$ cat src/rtl/pulse_train_generator_pkg.sv
// Shared types and helpers for the pulse train generator.
// Combinational helpers only; no state, no backpressure.
package pulse_gen_pkg;

    typedef enum logic [1:0] {
        IDLE = 2'd0,
        HIGH = 2'd1,
        LOW  = 2'd2
    } state_t;

    localparam int DEFAULT_CNT_W = 8;

    // A programmed length of 0 runs as 1 so that no phase can vanish.
    function automatic int unsigned len_min1(input int unsigned len);
        return (len == 0) ? 1 : len;
    endfunction

endpackage

$ cat src/rtl/pulse_train_generator_if.sv
// Request and waveform bundle between a pulse train generator and its driver.
// Pure wiring; the driver sees busy as its only backpressure.
interface pulse_train_generator_if #(
    parameter int CNT_W = 8
);
    logic             start;
    logic [CNT_W-1:0] high_len;
    logic [CNT_W-1:0] low_len;
    logic [CNT_W-1:0] num_pulses;
    logic             abort;
    logic             signal_out;
    logic             busy;
    logic             done;

    modport master (
        output start, high_len, low_len, num_pulses, abort,
        input  signal_out, busy, done
    );

    modport slave (
        input  start, high_len, low_len, num_pulses, abort,
        output signal_out, busy, done
    );
endinterface

$ cat src/rtl/pulse_train_generator_phase_timer.sv
// Loadable down-counter timing one HIGH or LOW phase; expire flags the last cycle.
// Load takes effect at the next edge; no backpressure, enable simply holds it.
module phase_timer #(
    parameter int CNT_W = 8
) (
    input  logic             clk,
    input  logic             reset_n,
    input  logic             load,
    input  logic [CNT_W-1:0] load_val,
    input  logic             en,
    output logic             expire
);

    logic [CNT_W-1:0] count;

    // Never steps below 1: the owner reloads on expire instead.
    always_ff @(posedge clk or negedge reset_n) begin
        if (!reset_n) begin
            count <= '0;
        end else if (load) begin
            count <= load_val;
        end else if (en && !expire) begin
            count <= count - CNT_W'(1);
        end
    end

    assign expire = (count == CNT_W'(1));

endmodule

$ cat src/rtl/pulse_train_generator.sv
// Emits N pulses of H cycles high / L cycles low after a start; all outputs registered.
// First high one cycle after accept; start is dropped while busy, abort cancels in one cycle.
module pulse_train_generator
    import pulse_gen_pkg::*;
#(
    parameter int CNT_W = DEFAULT_CNT_W
) (
    input  logic                     clk,
    input  logic                     reset_n,
    pulse_train_generator_if.slave   pt
);

    state_t           state, state_nxt;
    logic [CNT_W-1:0] h_len, h_len_nxt;
    logic [CNT_W-1:0] l_len, l_len_nxt;
    logic [CNT_W-1:0] rem_cnt, rem_cnt_nxt;
    logic             done_nxt;

    logic             tmr_load;
    logic [CNT_W-1:0] tmr_val;
    logic             tmr_en;
    logic             tmr_expire;

    logic             signal_r;
    logic             busy_r;
    logic             done_r;

    phase_timer #(
        .CNT_W (CNT_W)
    ) u_phase_timer (
        .clk      (clk),
        .reset_n  (reset_n),
        .load     (tmr_load),
        .load_val (tmr_val),
        .en       (tmr_en),
        .expire   (tmr_expire)
    );

    always_comb begin
        state_nxt   = state;
        h_len_nxt   = h_len;
        l_len_nxt   = l_len;
        rem_cnt_nxt = rem_cnt;
        tmr_load    = 1'b0;
        tmr_val     = h_len;
        tmr_en      = 1'b0;
        done_nxt    = 1'b0;

        unique case (state)
            IDLE: begin
                if (pt.start) begin
                    h_len_nxt   = CNT_W'(len_min1(32'(pt.high_len)));
                    l_len_nxt   = CNT_W'(len_min1(32'(pt.low_len)));
                    rem_cnt_nxt = pt.num_pulses;
                    if (pt.num_pulses != '0) begin
                        state_nxt = HIGH;
                        tmr_load  = 1'b1;
                        tmr_val   = h_len_nxt;
                    end else begin
                        done_nxt  = 1'b1;
                    end
                end
            end
            HIGH: begin
                if (pt.abort) begin
                    state_nxt = IDLE;
                end else if (tmr_expire) begin
                    state_nxt = LOW;
                    tmr_load  = 1'b1;
                    tmr_val   = l_len;
                end else begin
                    tmr_en    = 1'b1;
                end
            end
            LOW: begin
                // Abort outranks the end-of-phase decision, so no done on cancel.
                if (pt.abort) begin
                    state_nxt = IDLE;
                end else if (tmr_expire) begin
                    if (rem_cnt > CNT_W'(1)) begin
                        rem_cnt_nxt = rem_cnt - CNT_W'(1);
                        state_nxt   = HIGH;
                        tmr_load    = 1'b1;
                        tmr_val     = h_len;
                    end else begin
                        state_nxt   = IDLE;
                        done_nxt    = 1'b1;
                    end
                end else begin
                    tmr_en    = 1'b1;
                end
            end
            default: begin
                state_nxt = IDLE;
            end
        endcase
    end

    always_ff @(posedge clk or negedge reset_n) begin
        if (!reset_n) begin
            state    <= IDLE;
            h_len    <= '0;
            l_len    <= '0;
            rem_cnt  <= '0;
            signal_r <= 1'b0;
            busy_r   <= 1'b0;
            done_r   <= 1'b0;
        end else begin
            state    <= state_nxt;
            h_len    <= h_len_nxt;
            l_len    <= l_len_nxt;
            rem_cnt  <= rem_cnt_nxt;
            signal_r <= (state_nxt == HIGH);
            busy_r   <= (state_nxt != IDLE);
            done_r   <= done_nxt;
        end
    end

    assign pt.signal_out = signal_r;
    assign pt.busy       = busy_r;
    assign pt.done       = done_r;

endmodule
$ cat src/flat_wrapper.sv
// flat-port wrapper written by rule: the top's interface ports become plain ports
module pulse_train_generator_flat import pulse_gen_pkg::*;
#(
    parameter int CNT_W = DEFAULT_CNT_W
)
  (clk, reset_n, pt_start, pt_high_len, pt_low_len, pt_num_pulses, pt_abort, pt_signal_out, pt_busy, pt_done);
  pulse_train_generator_if #(.CNT_W(CNT_W)) pt_i ();
  input  logic clk;
  input  logic reset_n;
  input wire logic [$bits(pt_i.start)-1:0] pt_start;
  input wire logic [$bits(pt_i.high_len)-1:0] pt_high_len;
  input wire logic [$bits(pt_i.low_len)-1:0] pt_low_len;
  input wire logic [$bits(pt_i.num_pulses)-1:0] pt_num_pulses;
  input wire logic [$bits(pt_i.abort)-1:0] pt_abort;
  output wire logic [$bits(pt_i.signal_out)-1:0] pt_signal_out;
  output wire logic [$bits(pt_i.busy)-1:0] pt_busy;
  output wire logic [$bits(pt_i.done)-1:0] pt_done;
  assign pt_i.start = pt_start;
  assign pt_i.high_len = pt_high_len;
  assign pt_i.low_len = pt_low_len;
  assign pt_i.num_pulses = pt_num_pulses;
  assign pt_i.abort = pt_abort;
  assign pt_signal_out = pt_i.signal_out;
  assign pt_busy = pt_i.busy;
  assign pt_done = pt_i.done;
  pulse_train_generator #(.CNT_W(CNT_W)) u_core (.clk(clk), .reset_n(reset_n), .pt(pt_i));
endmodule
$ cat config.mk
export PLATFORM = sky130hd
export DESIGN_NAME = pulse_train_generator_flat
export DESIGN_NICKNAME = d
export VERILOG_FILES = /design/src/rtl/pulse_train_generator_pkg.sv /design/src/rtl/pulse_train_generator_if.sv /design/src/rtl/pulse_train_generator_phase_timer.sv /design/src/rtl/pulse_train_generator.sv /design/src/flat_wrapper.sv
export SDC_FILE = /design/constraint.sdc
export NUM_CORES = 1
export LEC_CHECK = 0
export CORE_MARGIN = 3
export CORE_UTILIZATION = 45
export CTS_CLUSTER_DIAMETER = 30
export DETAILED_ROUTE_END_ITERATION = 7
export PLACE_DENSITY = 0.75
export SLEW_MARGIN = 30
export SYNTH_ARGS = -nofsm -noshare
export SYNTH_HDL_FRONTEND = slang
export SYNTH_SLANG_ARGS = --single-unit
export TNS_END_PERCENT = 10
$ cat constraint.sdc
create_clock -name clk -period 2.65 [get_ports clk]
set_input_delay 0.53 -clock clk [delete_from_list [all_inputs] [get_ports clk]]
set_output_delay 0.53 -clock clk [all_outputs]
set_load 0.05 [all_outputs]
==> metrics.md <==
| Metric | Value |
|---|---|
| Post-synth top flop | dfrtp_1 |
| IO Port Bufs | 30 |
| Avg WL per Cell | ~15 µm |
| Mean Syn Cell Area | approximately 8.9 µm² |
| Psw | approximately 1.1 mW |
| Cell Pwr Density | 1020 nW/µm² |
| Average via count per standard cell | about 5.5 |
| Clk pwr share | between 10% and 20% |
| Largest area contributor in the netlist | dfrtp_1 |
| Mapped Area | 2250 µm² |
| Row count | 25 |
| Initial antenna violation count | 0 |
| Ys Warns | 0 |
| Pleak | about 1.1 nW |
| Crit path time final | about 2.3 ns |
| Data required, critical path | between 2 and 3 ns |
| # DRC | 0 |
| Vias in the first global route | 1824 |
| DPL Wire Length | roughly 3800 µm |
| Final hold slack | approximately 0.32 ns |
| Fmax | between 400 and 500 MHz |
| Final GP Congestion | about 0.87 |
| Syn nets | between 200 and 300 |
| Syn Inst Count | around 250 |
| Kind of end point of the critical path | flop |
| Crit start category | input port |
| Fin crit share | between 80% and 90% |
| Critical path buffers and inverters | 1 |
| Crit path cell chain | clkdlybuf4s50_1 > or4_1 > o21a_1 > a31oi_4 > a21oi_4 > mux2i_1 |
| Worst Clk Skew | roughly 0.0074 ns |
| Routed WL | between 5000 and 6000 µm |
| Synthesized flop and latch total | 37 |
| Largest net degree at the start of global routing | 38 |
| Post-synthesis sequential area ratio | between 40% and 50% |
| Crit path launch | pt_num_pulses[1] |
| Layout cell share with drive strength beyond 1 | under 10% |
| Worst r2r path cells | 7 |
| Unique masters post-synth | 46 |
| Async SR Flop Fraction | 100% |
| Post-DP Area | ~2600 µm² |
| Root Driver | clkbuf_8 |
| Max cap viols | 0 |
| Critical path depth in cells | 6 |
| Crit-path slowest cell | or4_1 |
| CP peak stage delay | 0.59 ns |
| Sw Share | about two fifths |
| Cts repair resizes | 0 |
| Tot GR Track Use | 18.7% |
| Synth area leaders | dfrtp_1 41%, nand2_1 11%, mux2i_1 4.9% |
| Number of synthesized flops with an enable pin | 0 |
| Worst-margin pin slew | around 0.8 ns |
| Total die area | about 6000 µm² |
| DRT iter0 DRCs | between 100 and 150 |
| Final Cell Area | roughly 2700 µm² |
| Grt ovf | 0 |
| Die Span Y | between 70 and 80 µm |
| Area grow syn2layout | 20.9% |
| Post-synth top area share | around 41% |
| Setup bufs post-CTS | 0 |
| Final setup fails | 0 |
| Worst vdd ir | ~550 µV |
| Internal | 1.64 mW |
| Core area | 4790 µm² |
| Reg clk slew, reported paths | around 0.07 ns |
| FILL cells | approximately 430 |
| Clock Path Buffers | 2 |
| Ports | 31 |
| Status | finished, final reports clean |
| Combinational share of power | a little over two fifths |
| First-pass DRT Iterations | 4 |
| Crit path DAT | ~2.5 ns |
| Final Max Slew Viols | 0 |
| Setup TNS | 0 ns |
| Endpoints failing hold | 0 |
| Sequential fraction of design power | just under 40% |
| Largest fanout on the critical path | 11 |
| RSZ-0062 raised after global routing | no |
| CP Capture Point | u_core.u_phase_timer.count[1]$_DFFE_PN0P_ |
| Hold_buf cts | 0 |
| Starting Density | a little under half |
| Final ANT Viol Nets | 0 |
| Die width | 76.7 µm |
| WS Path Type | input port to flop |
| Delay-heaviest family, CP | compound AO/OA/AOI/OAI gates |
| N_diodes | 0 |
| CTS buffer count | 5 |
| Total clock sinks | 37 |
| Reg2reg start | u_core.u_phase_timer.count[1]$_DFFE_PN0P_ |
| Hold/Removal Path Class | input port to asynchronous set/reset pin |
| DR vias | 1926 |
| CTS tree | built |
| Clock Latency Late Sink | 0.30 ns |
| First-pass GRT wire length | between 8000 and 9000 µm |
| Worst relative slew slack | between 40% and 50% |
| Final nets | about 320 |
| R2R setup slack | about 0.34 ns |
| H-tree levels | 2 |
| Worst reg2reg endpoint | u_core.u_phase_timer.count[2]$_DFFE_PN0P_ |
| Power, Total | 2.77 mW |
how the worst min path moves through the flow:
stage                                      from                                        end  slack [ns]  cells past startpoint
floorplan                               reset_n                u_core.h_len[0]$_DFFE_PN0P_        0.23                      0
global placement    u_core.l_len[3]$_DFFE_PN0P_                u_core.l_len[3]$_DFFE_PN0P_        0.46                      2
detailed placement  u_core.l_len[3]$_DFFE_PN0P_                u_core.l_len[3]$_DFFE_PN0P_        0.46                      2
CTS                                     reset_n                u_core.h_len[1]$_DFFE_PN0P_        0.36                      1
global route                            reset_n                u_core.h_len[7]$_DFFE_PN0P_        0.39                      1
finish                                  reset_n  u_core.u_phase_timer.count[4]$_DFFE_PN0P_        0.32                      1
registers in the layout, summed over array words and instances, names as in the netlist:
register	flops
u_core.pt.signal_out	1
u_core.pt.done	1
u_core.rem_cnt	8
u_core.l_len	8
u_core.h_len	8
u_core.u_phase_timer.count	8
u_core.pt.busy	1
u_core.state	2
logic make-up (layout without fill, tap and decap cells):
group / Yosys count / in the layout / synth area share, %
and+or+nand+nor: 115 / 115 / 24.7
AOI/OAI and AO/OA: 51 / 51 / 16.0
DFF: 37 / 37 / 41.2
buffers and inverters: 20 / 52 / 4.56
muxes: 14 / 14 / 6.40
adders and majority gates: 8 / 8 / 4.45
xor gates and xnor gates: 7 / 7 / 2.73
synthesized netlist by cell type, drive strengths merged, types with 2 or more instances:
library cell,count
or3,2
o21a,2
nor4,3
mux2i,11
nor2,7
clkbuf,4
inv,8
buf,8
nor2b,2
o22ai,8
dfrtp,37
ha,8
nand3,4
a31oi,7
and3,2
o21ai,8
nand2b,2
nor3,8
nand2,66
xor2,6
nand4,5
a221oi,8
or3b,2
or4,3
a21oi,11
mux2,3
o211ai,4
and2,4
layout by cell type, fill, tap and decap left out, types with 5 or more instances in the layout:
cell type / n
a21oi_1: 10
nand2_1: 66
buf_4: 6
inv_1: 7
o22ai_1: 8
ha_1: 8
mux2i_1: 11
clkdlybuf4s50_1: 29
a221oi_1: 8
xor2_1: 6
clkbuf_8: 5
a31oi_1: 6
nor2_1: 7
dfrtp_1: 37
nor3_1: 8
nand4_1: 5
o21ai_0: 7
power by group through the flow:
| stage | Clock, mW | Sequential (mW) | Combinational [mW] |
|---|---|---|---|
| 3_5_place_dp | 0 | 1.08 | 1.18 |
| 3_3_place_gp | 0 | 1.07 | 1.15 |
| 5_1_grt | 0.530 | 1.12 | 1.34 |
| 2_1_floorplan | 0 | 1.07 | 0.849 |
| 4_1_cts | 0.503 | 1.07 | 1.20 |
| 6_report | 0.496 | 1.08 | 1.20 |
per-stage QoR:
stage | instances | utilization, % | setup WS, ns
global route | 351 | 56.8 | 0.135
global placement | 343 | 54.4 | 0.0970
detailed placement | 343 | 54.4 | 0.0507
floorplan | 252 | - | 0.638
finish | 351 | 56.8 | 0.316
CTS | 351 | 56.8 | 0.339
routing by layer:
| layer | global-route usage, % | share of wire, % |
|---|---|---|
| met1 | 26.1 | 48 |
| met5 | 0 | 0 |
| met4 | 5.80 | 1.0 |
| met2 | 29.4 | 46 |
| met3 | 3.29 | 4.5 |
layout make-up:
type,count,area (µm²),area share [%]
clock buffer,5,68.8,2.53
clock inverter,3,46.3,1.70
inverter,8,32.5,1.20
multi-input combinational,195,1220,44.9
sequential,37,926,34.1
tap,67,83.8,3.08
timing repair buffer,36,340,12.5
No activity file was read; power rests on OpenSTA's default activity.
